===== src/rtl/frame_serializer.sv =====
// Frame serializer: COMMA header + NUM_WORDS symbols per frame, shifted out 1 bit/clk MSB first, COMMA idle fill.
// Latency: acceptance to sof_o is 2..SYM_BITS+1 clk when idle; a one-deep buffer allows gapless back-to-back frames.
// Backpressure: ready_o = ~full_q; optional per-symbol even parity bit under `ifdef SER_PARITY_EN.
module frame_serializer #(
    parameter int unsigned          NUM_WORDS = 3,
    parameter int unsigned          DATA_W    = 8,
    parameter logic [DATA_W-1:0]    COMMA     = 8'h3C
) (
    input  logic                               clk_i,
    input  logic                               rst_i,
    input  logic                               valid_i,
    output logic                               ready_o,
    input  logic [NUM_WORDS*(DATA_W+1)-1:0]    data_i,
    output logic                               data_o,
    output logic                               sym_o,
    output logic                               sof_o
);
    localparam int unsigned SYM_W = DATA_W + 1;
`ifdef SER_PARITY_EN
    localparam int unsigned SYM_BITS = SYM_W + 1;
`else
    localparam int unsigned SYM_BITS = SYM_W;
`endif
    localparam int unsigned FRAME_W = NUM_WORDS * SYM_W;
    localparam int unsigned CNT_W   = $clog2(SYM_BITS);
    localparam int unsigned IDX_W   = $clog2(NUM_WORDS + 1);

    localparam logic [CNT_W-1:0] LAST_BIT = CNT_W'(SYM_BITS - 1);
    localparam logic [IDX_W-1:0] LAST_IDX = IDX_W'(NUM_WORDS - 1);
    localparam logic [SYM_W-1:0] COMMA_W  = {1'b1, COMMA};

    // Serialised form of a symbol: parity (even, over all SYM_W bits) goes last.
    function automatic logic [SYM_BITS-1:0] make_sym(input logic [SYM_W-1:0] s);
`ifdef SER_PARITY_EN
        return {s, ^s};
`else
        return s;
`endif
    endfunction

    localparam logic [SYM_BITS-1:0] COMMA_SYM = make_sym(COMMA_W);

    typedef enum logic {ST_IDLE, ST_FRAME} state_t;

    state_t                 state;
    logic [SYM_BITS-1:0]    shift_q;
    logic [CNT_W-1:0]       bit_cnt;
    logic [IDX_W-1:0]       word_idx;
    logic                   full_q;
    logic                   sof_q;
    logic [FRAME_W-1:0]     buf_q;
    logic [FRAME_W-1:0]     frame_q;

    always_ff @(posedge clk_i) begin
        if (rst_i) begin
            state    <= ST_IDLE;
            shift_q  <= COMMA_SYM;
            bit_cnt  <= '0;
            word_idx <= '0;
            full_q   <= 1'b0;
            sof_q    <= 1'b0;
            buf_q    <= '0;
            frame_q  <= '0;
        end else begin
            sof_q <= 1'b0;
            // Acceptance and header load are mutually exclusive: one needs full_q low, the other high.
            if (valid_i && !full_q) begin
                buf_q  <= data_i;
                full_q <= 1'b1;
            end
            if (bit_cnt == LAST_BIT) begin
                bit_cnt <= '0;
                case (state)
                    ST_IDLE: begin
                        shift_q <= COMMA_SYM;
                        if (full_q) begin
                            sof_q    <= 1'b1;
                            word_idx <= '0;
                            frame_q  <= buf_q;
                            full_q   <= 1'b0;
                            state    <= ST_FRAME;
                        end
                    end
                    ST_FRAME: begin
                        shift_q  <= make_sym(frame_q[int'(word_idx)*SYM_W +: SYM_W]);
                        word_idx <= word_idx + 1'b1;
                        if (word_idx == LAST_IDX) begin
                            state <= ST_IDLE;
                        end
                    end
                    default: begin
                        shift_q <= COMMA_SYM;
                        state   <= ST_IDLE;
                    end
                endcase
            end else begin
                bit_cnt <= bit_cnt + 1'b1;
                shift_q <= {shift_q[SYM_BITS-2:0], 1'b0};
            end
        end
    end

    assign ready_o = ~full_q;
    assign data_o  = shift_q[SYM_BITS-1];
    assign sym_o   = (bit_cnt == '0);
    assign sof_o   = sof_q;

endmodule


===== config.mk =====
export PLATFORM = sky130hd
export DESIGN_NAME = frame_serializer
export DESIGN_NICKNAME = d
export VERILOG_FILES = /design/src/rtl/frame_serializer.sv
export SDC_FILE = /design/constraint.sdc
export NUM_CORES = 1
export LEC_CHECK = 0
export CORE_ASPECT_RATIO = 0.7
export CORE_MARGIN = 5
export CORE_UTILIZATION = 54
export DETAILED_ROUTE_END_ITERATION = 7
export GPL_TIMING_DRIVEN = 0
export PLACE_DENSITY = 0.79
export RECOVER_POWER = 50
export REMOVE_ABC_BUFFERS = 1
export SYNTH_ARGS = -nofsm -noshare
export SYNTH_HDL_FRONTEND = slang
export SYNTH_SLANG_ARGS = --single-unit

===== constraint.sdc =====
create_clock -name clk_i -period 2.2 [get_ports clk_i]
set_input_delay 0.44 -clock clk_i [delete_from_list [all_inputs] [get_ports clk_i]]
set_output_delay 0.44 -clock clk_i [all_outputs]
set_load 0.02 [all_outputs]

# Yosys cells after proc, flatten, opt, wreduce, memory -nomap -nowiden
# Index checks and enable logic that the tools add are counted.
dict set report classes {
  addsub 2
  mul 1
  n_eq_ne 3
  n_shift 1
  muxes 11
  bitwise_logic 3
  reduce_logical 8
}
# operator count
set op_table {}
lappend op_table {{$shiftx 27x7->9} 1}
lappend op_table {{$pmux 9 s2} 1}
lappend op_table {{$mux 9} 1}
lappend op_table {{$mul 2x4->6 const B} 1}
lappend op_table {{$mux 1} 6}
lappend op_table {{$add 4x1->4 const B} 1}
lappend op_table {{$eq 4x4->1 const B} 1}
lappend op_table {{$logic_not 4->1} 1}
lappend op_table {{$pmux 2 s2} 1}
lappend op_table {{$reduce_or 2->1} 2}
lappend op_table {{$not 1->1} 3}
lappend op_table {{$reduce_and 3->1} 1}
lappend op_table {{$reduce_or 3->1} 1}
lappend op_table {{$add 2x1->2 const B} 1}
lappend op_table {{$eq 2x2->1 const B} 1}
lappend op_table {{$mux 2} 1}
lappend op_table {{$ne 2x2->1 const B} 1}
lappend op_table {{$pmux 1 s2} 1}
lappend op_table {{$reduce_and 2->1} 1}
lappend op_table {{$logic_and 1x1->1} 1}
lappend op_table {{$logic_not 1->1} 1}
dict set report totals {
  regBits 72
  in_bits 30
  out_inout_bits 4
  elab_cells 38
}

# Longest topological paths before layout
dict set report depth {
  word_depth 6
  ltp_mapped 7
  mapped_depth_nobuf 5
}

# Worst setup path before layout
# No wires, ideal clock.
dict set report synth_path {
  kind {in2reg}
  start {input rst_i}
  end {register shift_q[2]}
  setup_time_ps 122
  arrival_ps 1486
  required_time_ps 2078
  setup_slack_ps 592
  cell_stages 4
  path_buffers 2
  cell_sequence {clkbuf_1 or3_4 buf_6 o32a_1}
}
# element line_no
set synth_lines {}
lappend synth_lines {{from (decl)} 10} ;# input logic rst_i,
lappend synth_lines {{to (signal assigned)} 85} ;# shift_q <= make_sym(frame_q[int'(word_idx)*SYM_W +: SYM_W]);
lappend synth_lines {{to (signal assigned)} 98} ;# shift_q <= {shift_q[SYM_BITS-2:0], 1'b0};
lappend synth_lines {{to (decl)} 46} ;# logic [SYM_BITS-1:0] shift_q;

# Final worst setup path
dict set report layout_path {
  start {register full_q}
  end {output ready_o}
}
dict set report layout_via {
  elab_chain_len 1
}
# element line_no
set layout_rtl {}
lappend layout_rtl {{from (decl)} 49} ;# logic full_q;
lappend layout_rtl {{from (signal assigned)} 60} ;# full_q <= 1'b0;
lappend layout_rtl {{from (signal assigned)} 69} ;# full_q <= 1'b1;
lappend layout_rtl {{from (signal assigned)} 80} ;# full_q <= 1'b0;
lappend layout_rtl {{$not 1->1} 103} ;# assign ready_o = ~full_q;
lappend layout_rtl {{to (decl)} 12} ;# output logic ready_o,
# No other way between the ends.

==> impl_metrics.ini <==
[cts]
hold_buffers = 0
clock_sinks = 72
cts_buffers = 9
clockBufferDepth = 2
cts_tree = built
clkSlewWorstSetupHoldPaths_ps = 70
cts-root-buf = clkbuf_8
clk_latency_ps = 340
cts_htree_levels = 3

[logic_synthesis]
synth_cell_type_count = 36
yosysTopAreaCell = dfxtp_1
post-synth-top-count-cell = dfxtp_1
ys_seq_area_frac = 0.544
async_flop_share = 0
syn_area_um2 = 2650
synth_ff_type = dfxtp_1
ys_warn_count = 0
synthTopCellsByCount = dfxtp_1 (72), nand2_1 (55), a21oi_1 (31)
synth-edff-count = 0
ys_seq_elements = 72
avgSynthCellArea_um2 = 9.86
yosysTopAreaCellShare = 0.544
synthesis.instances = 269
synthTopCellsByArea = dfxtp_1 (54%), a22o_1 (9.2%), nand2_1 (7.8%), a21oi_1 (5.9%), mux2i_1 (3.4%)

[cells_and_area]
fin_area_um2 = 3180
drive_above_1_share = 0.0954
fillers = 410
syn_to_final_growth_pct = 20.0
antennaDiodeCount = 0
final_util = 0.669
nets = 332

[place]
place_hpwl_mm = 3.05
place_area_um2 = 2980
io_buffers = 33
gp_congestion = 0.710

[global_route]
grt_overflow_total = 0
first_global_vias = 1815
grt_pass1_wl_mm = 8.92
grt_use_total = 0.184
grt_antenna_before_repair = 0
grt_max_degree = 39

[die]
fp.dieH_um = 68.6
die_area_um2 = 6430
initial_core_util = 0.557
die_w_um = 93.8
num_rows = 21
core_um2 = 4760
pin_count = 34

[timing]
tightest_slew_ps = 1030
slew_headroom = 0.313
post-route-period-util = 0.944
hold_viol = 0
fin_crit_ps = 2080
hold_ws_ps = 440
grt_setup_unrepaired = no
setup_viol = 0
max_freq_ghz = 0.481
fin_tns_setup_ps = 0
finClkSkew_ps = 7.24
finalMaxSlewViolations = 0

[setup_path]
worstPathRequired_ps = 1760
startpoint_type = flop
crit_fanout = 8
cp-end-kind = primary output
crit_arrival_ps = 1640
worstSetupPathType = reg -> out

[pwr]
p_leak_nw = 1.17
power_w = 0.00249
cellPowerDensity_nw_per_um2 = 782
peakVddDrop_mv = 0.509

[drt]
routedWlPerCell_um = 14.1
vias = 1952
dr.pass1.iters = 4
post-route-drc-count = 0
first_iter_violations = 104
ant_nets = 0
via_per_inst = 5.23
wl_mm = 5.28

[run]
cap_violations = 0

[worst_hold_path]
min_path_type = reg -> reg

[status]
status = finished clean
-- per-layer routing --
layer  global-route usage  wire, um  vias to the layer above
li1                     -         -                      997
met4               0.0595        80                        0
met5                    0         0                        -
met2                0.279      2190                       48
met3               0.0629       383                       11
met1                0.248      2620                      896
-- layout make-up --
type | count | area [um^2] | share of cell area
clock buffer | 14 | 173 | 0.0543
sequential | 72 | 1440 | 0.453
timing repair buffer | 37 | 359 | 0.113
tap | 69 | 86.3 | 0.0271
inverter | 5 | 18.8 | 0.00590
multi-input combinational | 174 | 1090 | 0.343
clock inverter | 2 | 12.5 | 0.00393
-- path summary, 6_finish.rpt --
kind	end	from	cells after the start	slack, ps
min	shift_q[2]	shift_q[1]	1	440
max	ready_o	full_q	2	120
max reg2reg	frame_q[2]	bit_cnt[0]	5	210
min reg2reg	shift_q[2]	shift_q[1]	1	440
-- placed cells by master, fill, tap and decap left out, types with 2 or more instances in the layout --
cell              n
dlygate4sd3_1     2
ha_1              3
a2bb2oi_1         2
o2bb2ai_1         4
clkdlybuf4s50_1  29
buf_4             2
nor2_1            9
nand2_1          55
o21ai_0           2
o32a_1            4
and2_1            5
nand3_1           2
mux2i_1           9
nand2b_1          2
dfxtp_1          72
clkbuf_8         12
a31oi_2           2
inv_2             2
clkbuf_1          2
a22o_1           28
inv_1             3
a21oi_1          31
-- through the flow --
step	setup slack (ps)	instances
5_1_grt	28.3	373
6_report	123	373
2_1_floorplan	515	249
3_5_place_dp	-1210	352
3_3_place_gp	-1150	351
4_1_cts	120	373
-- flip-flops by register name, summed over array words and instances, names as in the netlist --
register and flops:
word_idx 2, state 1, bit_cnt 4, sof_o 1
frame_q 27, buf_q 27, full_q 1, shift_q 9
-- logic make-up (layout without fill, tap and decap cells) --
| group | count (synthesis) | in the layout | synth area share |
|---|---|---|---|
| AND/OR/NAND/NOR | 83 | 84 | 0.149 |
| AO/OA/AOI/OAI | 75 | 76 | 0.208 |
| flip-flops | 72 | 72 | 0.544 |
| buffers and inverters | 25 | 58 | 0.0453 |
| multiplexers | 9 | 9 | 0.0340 |
| adder cells (fa/ha/maj) | 3 | 3 | 0.0142 |
| XOR/XNOR | 2 | 2 | 0.00661 |
-- where the power goes --
group	internal (W)	switching [W]	total, W
combinational	0.0000884	0.0000876	0.000176
sequential	0.00134	0.0000244	0.00137
clock	0.000501	0.000444	0.000945
-- worst max-delay path: stages, from the launching register on --
cell,delay (ps)
dfxtp_1,580
inv_2,150
clkdlybuf4s50_1,570
-- repair_timing --
| item | in CTS | in global routing |
|---|---|---|
| resized for setup | 2 | 0 |
| endpoints found under the setup margin | 36 | 0 |
| setup buffers | 3 | 0 |
(Power assumes the default switching activity.)
